### config.mk
export PLATFORM = sky130hd
export DESIGN_NAME = sram_spi
export DESIGN_NICKNAME = d
export VERILOG_FILES = /design/src/rtl/sram_spi_pkg.sv /design/src/rtl/spi_tick_gen.sv /design/src/rtl/sram_spi.sv
export SDC_FILE = /design/constraint.sdc
export NUM_CORES = 1
export LEC_CHECK = 0
export BUFFER_PORTS_ARGS = -buffer_cell sky130_fd_sc_hd__buf_4
export CAP_MARGIN = 20
export CORE_MARGIN = 3
export CORE_UTILIZATION = 49
export CTS_CLUSTER_SIZE = 10
export DETAILED_ROUTE_END_ITERATION = 12
export GPL_TIMING_DRIVEN = 0
export PLACE_DENSITY = 0.78
export SYNTH_ARGS = -nofsm -noshare
export SYNTH_HDL_FRONTEND = slang
export SYNTH_HIERARCHICAL = 1
export SYNTH_SLANG_ARGS = --single-unit
### constraint.sdc
create_clock -name clk -period 6.3 [get_ports clk]
set_input_delay 1.26 -clock clk [delete_from_list [all_inputs] [get_ports clk]]
set_output_delay 1.26 -clock clk [all_outputs]
set_load 0.02 [all_outputs]
### src/rtl/sram_spi_pkg.sv
// Shared constants, state encoding and byte-ordering helpers for the serial SRAM master.
package sram_spi_pkg;

  localparam logic [7:0] SPI_CMD_READ  = 8'h03;
  localparam logic [7:0] SPI_CMD_WRITE = 8'h02;

  localparam logic [1:0] SIZE_BYTE = 2'b00;
  localparam logic [1:0] SIZE_HALF = 2'b01;
  localparam logic [1:0] SIZE_WORD = 2'b10;

  typedef enum logic [2:0] {
    IDLE,
    CMD,
    ADDR,
    DATA,
    DONE
  } sram_spi_state_t;

  // Index of the final bit of a transaction: 32 header bits plus 8 per data byte.
  function automatic logic [6:0] last_bit_idx(input logic [1:0] size);
    case (size)
      SIZE_BYTE: return 7'd39;
      SIZE_HALF: return 7'd47;
      SIZE_WORD: return 7'd63;
      default:   return 7'd63;
    endcase
  endfunction

  function automatic logic [31:0] byte_swap(input logic [31:0] x);
    return {x[7:0], x[15:8], x[23:16], x[31:24]};
  endfunction

  // The receive shifter holds the first byte highest; reorder so byte k lands at bits 8k+7:8k.
  function automatic logic [31:0] assemble_read(input logic [31:0] rx, input logic [1:0] size);
    case (size)
      SIZE_BYTE: return {24'h0, rx[7:0]};
      SIZE_HALF: return {16'h0, rx[7:0], rx[15:8]};
      default:   return byte_swap(rx);
    endcase
  endfunction

endpackage

### src/rtl/spi_tick_gen.sv
// SCLK half-period timer: sclk phase, low-half start strobe (fall_tick) and the
// last-cycle-of-high-half strobe (sample_tick). The half-period is latched on load.
module spi_tick_gen #(
  parameter int SLOW_DIV = 8
) (
  input  logic clk,
  input  logic reset,
  input  logic load,
  input  logic slow,
  input  logic run,
  output logic sclk,
  output logic fall_tick,
  output logic sample_tick
);

  localparam int CW = $clog2(SLOW_DIV);
  localparam logic [CW-1:0] SLOW_M1 = CW'(SLOW_DIV - 1);

  logic [CW-1:0] half_m1;
  logic [CW-1:0] cnt;
  logic          phase;

  assign sclk        = phase;
  assign sample_tick = run && phase && (cnt == '0);
  assign fall_tick   = load || sample_tick;

  // Load restarts a low half; idling forces the clock low so it is never high with CE released.
  always_ff @(posedge clk or negedge reset) begin
    if (!reset) begin
      half_m1 <= '0;
      cnt     <= '0;
      phase   <= 1'b0;
    end else if (load) begin
      half_m1 <= slow ? SLOW_M1 : '0;
      cnt     <= slow ? SLOW_M1 : '0;
      phase   <= 1'b0;
    end else if (!run) begin
      phase <= 1'b0;
    end else if (cnt == '0) begin
      cnt   <= half_m1;
      phase <= ~phase;
    end else begin
      cnt <= cnt - CW'(1);
    end
  end

endmodule

### src/rtl/sram_spi.sv
// SPI master for a 23LC1024-class SRAM: one sequential READ/WRITE transaction per request,
// moving 1, 2 or 4 bytes little-endian and pulsing valid on completion.
module sram_spi
  import sram_spi_pkg::*;
#(
  parameter int SLOW_DIV = 8
) (
  input  logic        clk,
  input  logic        reset,
  input  logic        start,
  input  logic        write,
  input  logic [1:0]  size,
  input  logic [23:0] addr,
  input  logic [31:0] wdata,
  input  logic        slow_mode,
  output logic [31:0] rdata,
  output logic        busy,
  output logic        valid,
  input  logic        so,
  output logic        si,
  output logic        sclk,
  output logic        sram_ce
);

  sram_spi_state_t state_q, state_d;

  logic        write_q;
  logic [1:0]  size_q;
  logic [31:0] ca_q;
  logic [31:0] data_q;
  logic [6:0]  bit_cnt_q;
  logic        accept;
  logic        running;
  logic        last_bit;
  logic        fall_tick;
  logic        sample_tick;
  logic        si_d;

  assign accept   = (state_q == IDLE) && start;
  assign running  = (state_q == CMD) || (state_q == ADDR) || (state_q == DATA);
  assign last_bit = (bit_cnt_q == last_bit_idx(size_q));

  spi_tick_gen #(
    .SLOW_DIV(SLOW_DIV)
  ) u_tick (
    .clk        (clk),
    .reset      (reset),
    .load       (accept),
    .slow       (slow_mode),
    .run        (running),
    .sclk       (sclk),
    .fall_tick  (fall_tick),
    .sample_tick(sample_tick)
  );

  always_ff @(posedge clk or negedge reset) begin
    if (!reset) state_q <= IDLE;
    else        state_q <= state_d;
  end

  always_comb begin
    state_d = state_q;
    case (state_q)
      IDLE: if (start) state_d = CMD;
      CMD:  if (sample_tick && bit_cnt_q == 7'd7) state_d = ADDR;
      ADDR: if (sample_tick && bit_cnt_q == 7'd31) state_d = DATA;
      DATA: if (sample_tick && last_bit) state_d = DONE;
      DONE: state_d = IDLE;
      default: state_d = IDLE;
    endcase
  end

  always_comb begin
    busy    = running;
    sram_ce = !running;
    valid   = (state_q == DONE);
  end

  // Next MOSI bit, presented at the start of each low half; reads keep MOSI low during data.
  always_comb begin
    si_d = 1'b0;
    case (state_q)
      IDLE:      si_d = write ? SPI_CMD_WRITE[7] : SPI_CMD_READ[7];
      CMD, ADDR: si_d = (bit_cnt_q == 7'd31) ? (write_q & data_q[31]) : ca_q[30];
      DATA:      si_d = write_q & ~last_bit & data_q[30];
      default:   si_d = 1'b0;
    endcase
  end

  always_ff @(posedge clk or negedge reset) begin
    if (!reset) begin
      write_q   <= 1'b0;
      size_q    <= 2'b00;
      ca_q      <= '0;
      data_q    <= '0;
      bit_cnt_q <= '0;
      rdata     <= '0;
      si        <= 1'b0;
    end else begin
      if (fall_tick) si <= si_d;
      if (accept) begin
        write_q   <= write;
        size_q    <= size;
        ca_q      <= {(write ? SPI_CMD_WRITE : SPI_CMD_READ), addr};
        data_q    <= byte_swap(wdata);
        bit_cnt_q <= '0;
      end else if (sample_tick) begin
        bit_cnt_q <= bit_cnt_q + 7'd1;
        if (state_q != DATA) begin
          ca_q <= {ca_q[30:0], 1'b0};
        end else begin
          data_q <= {data_q[30:0], so};
          if (!write_q && last_bit) rdata <= assemble_read({data_q[30:0], so}, size_q);
        end
      end
    end
  end

endmodule

==> impl_results.md <==
- Status: completed
- Total gr overflow: 0
- Post-CTS Setup Inserts: 0
- Total die area: 0.0127 mm2
- Setup WS pre-CTS: 2.03 ns
- Initial Utilization: 51.0%
- Worst Slack Setup Final: 2.47 ns
- Clock sinks: 114
- Fin Clk Skew: 0.00705 ns
- Total global-route track usage: 21.8%
- First-pass GRT wire length: 21,800 um
- Mapped Nets: 567
- Core Rows: 38
- H-tree depth: 4
- PD cells: 431 mW/mm2
- DRC errors left: 0
- Cell Area, Synth: 0.00560 mm2
- Maxcap violations: 0
- RD Place Congestion: 0.823
- Core area: 0.0110 mm2
- Count of final hold-check violations: 0
- Placed insts: 741
- RSZ-0062 raised after global routing: false
- Mean Syn Cell Area: 11.2 um2
- Antenna-violating nets left: 0
- Total power: 0.00309 W
- Iter 0 DRT Violations: 170
- Min Tclk post-route: 3.83 ns
- Die Ht: 113 um
- Clock Tree Root: clkbuf_16
- Setup TNS: 0 ns
- CP Launch Type: input port
- Post-layout instance count excluding filler cells: 773
- Antenna Cells: 0
- Synth warnings: 6
- First-pass DRT Iterations: 4
- Leakage: 3.63 nW
- CTS buffer count: 17
- Fillcell total: 857
- Share of cells above drive strength 1: 34.3%
- Worst-path clk slew: 0.05 ns
- Final wirelength: 13,200 um
- Final setup vio count: 0
- Routed WL per cell: 17.0 um
- Setup CP Type: in -> reg
- Latest clock arrival within the worst-skew pair: 0.41 ns
- Worst VDD drop: 0.232 mV
- Hold_ws: 0.498 ns
- Worst-margin pin slew: 0.985 ns
- Die width: 113 um
- # port buffers: 100
- Via count: 4,180
- Post-Synthesis Cells: 500
- WP data arrival: 4.16 ns
- Detail Placement HPWL: 9470 um
- IO Pins: 101
- Worst slew margin: 34.2%
- Most common cell after layout, fill and taps aside: dfrtp_1
- CP Capture Type: flop
- Resized Gates After CTS: 0
- Post-synth cell types: 43
- Initial antenna violation count: 0
- Sequential area share after synthesis: 51.0%
- Final Max Slew Viols: 0
- Largest net degree at the start of global routing: 59
- Nets: 687
- Area Overhead vs Synth: 28.2%
- Worst EP required: 6.63 ns
- HP Class: reg -> reg
- Crit share post-route: 60.7%
- Most frequent cells in the layout: 114 x dfrtp_1, 100 x buf_4, 69 x nand2_1, 62 x mux2i_1, 54 x mux2_2
- Fmax: 261 MHz
- Yosys reg bits: 114
- Vias in the first global route: 4,393
- DR vias/cell: 5.41
- Max Root-Sink Buffers: 2
- Critical Path Fanout Max: 15
- Hold buffer count at cts: 0
- CTS tree: done
==> final timing paths <==
path,endpoint,depth (start not counted),start,slack [ns]
worst min-delay path,ca_q[28]$_DFFE_PN0P_,1,ca_q[28]$_DFFE_PN0P_,0.50
worst max-delay path,si$_DFFE_PN0P_,8,start,2.47
min in group asynchronous,ca_q[4]$_DFFE_PN0P_,1,reset,0.91
max in group asynchronous,rdata[8]$_DFFE_PN0P_,2,reset,4.66
worst max register to register,si$_DFFE_PN0P_,8,state_q[2]$_DFFE_PN0P_,2.74
worst min register to register,ca_q[28]$_DFFE_PN0P_,1,ca_q[28]$_DFFE_PN0P_,0.50
==> flip-flops by register name (all words and copies together), names as in the netlist <==
register        cells
u_tick/half_m1      1
data_q             32
size_q              2
rdata              32
bit_cnt_q           7
ca_q               31
u_tick/cnt          3
state_q             3
write_q             1
si                  1
u_tick/sclk         1
==> Yosys cell counts (all sizes together) <==
master  number  share of area, %
nand4b       1              0.16
nand2       69               4.6
a31o         1              0.16
o21a         1              0.13
nor3         2              0.18
nor4bb       1              0.18
nand2b       3              0.34
a211o        3              0.47
xnor2        2              0.31
and2         2              0.22
nor3b        2              0.27
o21ai       49               4.4
a211oi       1              0.13
nor4         1              0.11
nor4b        1              0.27
a41oi        1              0.16
mux2        69                15
nand3        4              0.36
a22oi        1              0.13
a21oi        3              0.27
clkbuf      21               1.4
nand4        2              0.22
nor2b        6              0.72
inv         25               1.7
and3         2              0.31
or4b         1              0.18
dfrtp      114                51
xor2         5              0.78
a22o         8               1.3
ha           3              0.67
or2          2              0.22
nor2        15               1.0
buf         14               1.5
or3          3              0.34
mux2i       62                11
==> report_power, final <==
part           total, W  internal, W  switching (W)
clock network   0.00101     0.000686       0.000325
registers       0.00118     0.000977       0.000208
logic          0.000898     0.000454       0.000444
total           0.00309      0.00212       0.000977
==> worst max-delay path: stages <==
cell and delay [ns]:
buf_4 0.09, nor4b_2 0.78, clkbuf_1 0.42, clkbuf_1 0.55, or2_1 0.19, inv_1 0.06
or4b_2 0.62, o21ai_0 0.17
==> cells by family after synthesis <==
group,share of synthesized area (%)
muxes,25.9
and+or+nand+nor,9.70
DFF,51.0
AOI/OAI and AO/OA,7.09
buffers and inverters,4.58
xor gates and xnor gates,1.10
adders and majority gates,0.671
==> per-layer routing <==
| layer | up-vias | GRT usage, % | share of wire, % |
|---|---|---|---|
| met1 | 2094 | 25.9 | 40 |
| met5 | - | 0 | 0 |
| met2 | 108 | 37.5 | 52 |
| li1 | 1959 | - | - |
| met3 | 19 | 7.43 | 6.2 |
| met4 | 0 | 6.89 | 1.5 |
==> layout make-up <==
class | instances | area [um2] | share of cell area [%]
sequential | 114 | 2850 | 39.7
multi-input combinational | 326 | 2490 | 34.7
timing repair buffer | 101 | 778 | 10.8
clock buffer | 20 | 467 | 6.50
tap | 140 | 175 | 2.44
buffer | 35 | 163 | 2.27
clock inverter | 12 | 160 | 2.23
inverter | 25 | 93.8 | 1.31
==> through the flow <==
stage               util (%)  cell area [um2]
detailed placement      59.6             6550
global placement        59.4             6520
CTS                     65.4             7180
global route            65.4             7180
finish                  65.4             7180
floorplan                  -             5600
Note: power is estimated with default switching activity, not from simulation.
